File: src/rtl/uart_tx_if.sv
// Byte handoff channel into the serial transmitter: data/valid from upstream, ready back.
interface uart_tx_if #(
  parameter int unsigned DATA_BITS = 8
);
  logic [DATA_BITS-1:0] tx_data;
  logic                 tx_valid;
  logic                 tx_ready;

  modport master (output tx_data, output tx_valid, input tx_ready);
  modport slave  (input tx_data, input tx_valid, output tx_ready);
endinterface

File: src/rtl/uart_tx.sv
// Asynchronous serial transmitter: start bit, LSB-first data, optional parity, stop bit(s),
// with bit timing from an internal divide-by-CLKS_PER_BIT tick counter.
module uart_tx #(
  parameter int unsigned CLKS_PER_BIT = 868,
  parameter int unsigned DATA_BITS    = 8,
  parameter int unsigned PARITY_EN    = 0,
  parameter int unsigned PARITY_ODD   = 0,
  parameter int unsigned STOP_BITS    = 1
) (
  input  logic       clk,
  input  logic       RST,
  uart_tx_if.slave   bus,
  output logic       tx,
  output logic       busy,
  output logic       tx_done
);

  localparam int unsigned TICK_W = $clog2(CLKS_PER_BIT);
  localparam int unsigned CNT_W  = $clog2(DATA_BITS + 1);

  typedef enum logic [2:0] {
    IDLE,
    START,
    DATA,
    PARITY,
    STOP
  } state_t;

  state_t               state;
  logic [TICK_W-1:0]    tick;
  logic [CNT_W-1:0]     bit_cnt;
  logic [DATA_BITS-1:0] shift;
  logic                 parity_bit;
  logic                 ready_q;
  logic                 tick_last;

  assign tick_last   = (tick == TICK_W'(CLKS_PER_BIT - 1));
  assign bus.tx_ready = ready_q;

  // Frame sequencer; every output is a register updated alongside the state.
  always_ff @(posedge clk) begin
    if (RST) begin
      state      <= IDLE;
      tick       <= '0;
      bit_cnt    <= '0;
      shift      <= '0;
      parity_bit <= 1'b0;
      tx         <= 1'b1;
      ready_q    <= 1'b1;
      busy       <= 1'b0;
      tx_done    <= 1'b0;
    end else begin
      tx_done <= 1'b0;
      case (state)
        IDLE: begin
          if (bus.tx_valid && ready_q) begin
            state      <= START;
            shift      <= bus.tx_data;
            parity_bit <= (^bus.tx_data) ^ (PARITY_ODD != 0);
            tick       <= '0;
            tx         <= 1'b0;
            ready_q    <= 1'b0;
            busy       <= 1'b1;
          end
        end
        START: begin
          if (tick_last) begin
            state   <= DATA;
            tick    <= '0;
            bit_cnt <= '0;
            tx      <= shift[0];
          end else begin
            tick <= tick + TICK_W'(1);
          end
        end
        DATA: begin
          if (tick_last) begin
            tick <= '0;
            if (bit_cnt == CNT_W'(DATA_BITS - 1)) begin
              bit_cnt <= '0;
              if (PARITY_EN != 0) begin
                state <= PARITY;
                tx    <= parity_bit;
              end else begin
                state <= STOP;
                tx    <= 1'b1;
              end
            end else begin
              shift   <= shift >> 1;
              tx      <= shift[1];
              bit_cnt <= bit_cnt + CNT_W'(1);
            end
          end else begin
            tick <= tick + TICK_W'(1);
          end
        end
        PARITY: begin
          if (tick_last) begin
            state   <= STOP;
            tick    <= '0;
            bit_cnt <= '0;
            tx      <= 1'b1;
          end else begin
            tick <= tick + TICK_W'(1);
          end
        end
        STOP: begin
          // The bit counter is reused here to count stop bits.
          if (tick_last) begin
            tick <= '0;
            if (bit_cnt == CNT_W'(STOP_BITS - 1)) begin
              state   <= IDLE;
              bit_cnt <= '0;
              ready_q <= 1'b1;
              busy    <= 1'b0;
              tx_done <= 1'b1;
            end else begin
              bit_cnt <= bit_cnt + CNT_W'(1);
            end
          end else begin
            tick <= tick + TICK_W'(1);
          end
        end
        default: begin
          state <= IDLE;
          tx    <= 1'b1;
        end
      endcase
    end
  end

endmodule

File: src/flat_wrapper.sv
// flat-port wrapper written by rule: the top's interface ports become plain ports
module uart_tx_flat 
#(
  parameter int unsigned CLKS_PER_BIT = 868,
  parameter int unsigned DATA_BITS    = 8,
  parameter int unsigned PARITY_EN    = 0,
  parameter int unsigned PARITY_ODD   = 0,
  parameter int unsigned STOP_BITS    = 1
)
  (clk, RST, tx, busy, tx_done, bus_tx_data, bus_tx_valid, bus_tx_ready);
  uart_tx_if #(.DATA_BITS(DATA_BITS)) bus_i ();
  input  logic clk;
  input  logic RST;
  output logic tx;
  output logic busy;
  output logic tx_done;
  input wire logic [$bits(bus_i.tx_data)-1:0] bus_tx_data;
  input wire logic [$bits(bus_i.tx_valid)-1:0] bus_tx_valid;
  output wire logic [$bits(bus_i.tx_ready)-1:0] bus_tx_ready;
  assign bus_i.tx_data = bus_tx_data;
  assign bus_i.tx_valid = bus_tx_valid;
  assign bus_tx_ready = bus_i.tx_ready;
  uart_tx #(.CLKS_PER_BIT(CLKS_PER_BIT), .DATA_BITS(DATA_BITS), .PARITY_EN(PARITY_EN), .PARITY_ODD(PARITY_ODD), .STOP_BITS(STOP_BITS)) u_core (.clk(clk), .RST(RST), .bus(bus_i), .tx(tx), .busy(busy), .tx_done(tx_done));
endmodule
File: config.mk
export PLATFORM = sky130hd
export DESIGN_NAME = uart_tx_flat
export DESIGN_NICKNAME = d
export VERILOG_FILES = /design/src/rtl/uart_tx_if.sv /design/src/rtl/uart_tx.sv /design/src/flat_wrapper.sv
export SDC_FILE = /design/constraint.sdc
export NUM_CORES = 1
export LEC_CHECK = 0
export BUFFER_PORTS_ARGS = -buffer_cell sky130_fd_sc_hd__clkbuf_2
export CAP_MARGIN = 20
export CORE_UTILIZATION = 40
export DETAILED_ROUTE_END_ITERATION = 8
export GPL_TIMING_DRIVEN = 0
export PLACE_DENSITY = 0.58
export SLEW_MARGIN = 20
export SYNTH_ARGS = -nofsm -noshare
export SYNTH_HDL_FRONTEND = slang
export SYNTH_SLANG_ARGS = --single-unit
File: constraint.sdc
create_clock -name clk -period 2.4 [get_ports clk]
set_clock_uncertainty 0.1 [all_clocks]
set_input_delay 0.24 -clock clk [delete_from_list [all_inputs] [get_ports clk]]
set_output_delay 0.24 -clock clk [all_outputs]
set_load 0.05 [all_outputs]
==> metrics.txt <==
hold slack about 200 ps; hpwl dp roughly 2.6 mm; pwr dens between 600 and 700 nW/um^2; Max transition margin ~33%; top-level port count 15; number of core rows 22; RSZ-0062 raised after global routing no; drt pass-1 iters 4; CTS Sinks 29; Post-synth EDFFs 0; CTS Buf Count 5; Leakage approximately 0.67 nW; FFs w/ async S/R, synth 0%; vias per cell 5.63; DR DRC count 0; Die Height approximately 64 um; cell taking the most area after synthesis dfxtp_1; vias approximately 1,400; syn nets approximately 190; vias in the first global route between 1,000 and 1,500; cts-stage hold buffer count 0; Critical Path Start Type flop; crit end category flop; min cycle time layout ~2200 ps; CP max FO 10; total power around 0.0011 W; fin nets about 210; setup tns final 0 ps; setup slack after placement roughly 52 ps; Cells after Synth ~180; Area Overhead vs Synth 14.1%; Avg Inst Size Synth 8.73 sq um; Max Freq about 450 MHz; status complete, no violations; Synth Area in Compound Gates 23.6%; mux share of post-synthesis cell area 5.18%; WP data arrival ~2300 ps; period utilization just over 90%; GRT Total Usage around a fifth; Routed WL between 3 and 4 mm; Post-Synth XOR/XNOR Area 3.97%; synthesized-area fraction occupied by adder cells around 2.4%; initial antenna violation count 0; Warnings, synthesis 0; final setup violating endpoints 0; register bit total from synthesis 29; sequential fraction of the synthesis area a little under two fifths; main combinational cell family by area after synthesis compound AO/OA/AOI/OAI gates; CTS tree done; Worst Path Class, Setup reg2reg; core footprint ~3700 sq um; routed length per instance about 14 um; Hold Violations, Final 0; CTS Buffer Depth 2; clock latency on the worst-skew pair 270 ps; most frequent cells in the layout dfxtp_1 (29), clkbuf_2 (15), a21oi_1 (15); Port Buffers 13; chip width 64.2 um; max cap viols 0; routability cong. around 0.83; share of cells above drive strength 1 around 16%; Required @ worst endpoint about 2400 ps; antenna viol nets, final 0; post-synthesis simple-gate area fraction around 23%; Netlist cell types approximately 50; Antenna diodes 0; PnR worst setup slack 167 ps; Root Buffer clkbuf_8; Worst-path clk slew roughly 60 ps; max-slew violation count 0; DRT iter0 DRCs 87; FF-to-FF setup slack approximately 170 ps; H-tree depth 2; Worst Hold Class in2reg; grt ovf 0; commonest non-fill, non-tap cell in the layout dfxtp_1; Synth area leaders dfxtp_1 (38%), mux2i_1 (5.2%), a21oi_1 (4.9%); VDD IR max between 0.0003 and 0.0004 V; pin count of the biggest net entering global routing 11; Top FF cell, synth dfxtp_1; worst slew pin tran 1000 ps; DIE AREA just over 4000 sq um; Post-Syn Area 1550 sq um; first-pass GRT wire length roughly 6.3 mm; Initial Util approximately two fifths; Synth top area share 37.6%
## state kept, by name (all words and copies together), names as in the netlist
name and flops:
u_core.tx 1, u_core.tick 10, u_core.bit_cnt 4, u_core.shift 8
u_core.bus.tx_ready 1, u_core.state 3, u_core.tx_done 1, u_core.busy 1
## stage by stage
step / utilization (%) / instance area [sq um] / instances
CTS: 47.7 / 1760 / 245
finish: 47.8 / 1760 / 245
global route: 47.8 / 1760 / 245
detailed placement: 45.3 / 1670 / 238
floorplan: - / 1550 / 177
global placement: 45.3 / 1670 / 238
## worst max-delay path: stages, from the launching register on
cell,delay [ps]
dfxtp_1,370
ha_1,250
nand4bb_1,190
or3_4,440
clkbuf_1,240
o311ai_0,370
o31ai_1,130
## routing by layer
layer	routed length [um]	share of wire (%)	vias up	global-route usage (%)
met2	1640	46	19	31.3
met5	0	0	-	0
met1	1730	49	647	24.3
li1	-	-	703	-
met4	74	2.1	0	8.61
met3	88	2.5	11	5.54
## cell usage after synthesis, drive strengths merged, types with 4 or more instances
master and n:
dfxtp 29, a21oi 15, nor2 14, a211oi 8, mux2i 8, nand2 8, o21ai 8, inv 7
clkbuf 6, nand4 6, o31ai 5, buf 4, nor4 4, xnor2 4
## cell families (layout without fill, tap and decap cells)
| logic type | after synthesis | in the layout |
|---|---|---|
| adders and majority gates | 3 | 3 |
| AOI/OAI and AO/OA | 53 | 53 |
| muxes | 8 | 8 |
| xor gates and xnor gates | 7 | 7 |
| DFF | 29 | 29 |
| and+or+nand+nor | 60 | 60 |
| buffers and inverters | 17 | 37 |
## where the power goes
part           switching (W)  internal, W  leakage, nW  total (W)
Sequential         0.0000195     0.000506        0.237   0.000526
Clock               0.000168     0.000227       0.0443   0.000395
Combinational      0.0000900    0.0000517        0.391   0.000142
## path summary, 6_finish.rpt
check                           end  depth (start not counted)           start
hold reg to reg         u_core.busy                          2     u_core.busy
setup reg to reg  u_core.bit_cnt[3]                          6  u_core.tick[0]
hold / removal      u_core.shift[0]                          3  bus_tx_data[0]
setup / recovery  u_core.bit_cnt[3]                          6  u_core.tick[0]
## cell type report
cell class	count	area (sq um)
clock buffers	7	86.3
fillers	375	1930
inverters	7	26.3
well taps	48	60.1
repair buffers	13	65.1
multi-input cells	131	902
flip-flops and latches	29	581
plain buffers	10	42.5
## what timing repair did
| action | 4_1_cts | 5_1_grt |
|---|---|---|
| buffers inserted | 0 | 0 |
| resized for setup | 0 | 1 |
| endpoints found under the setup margin | 0 | 7 |
Power figures use the tool's default switching activity.
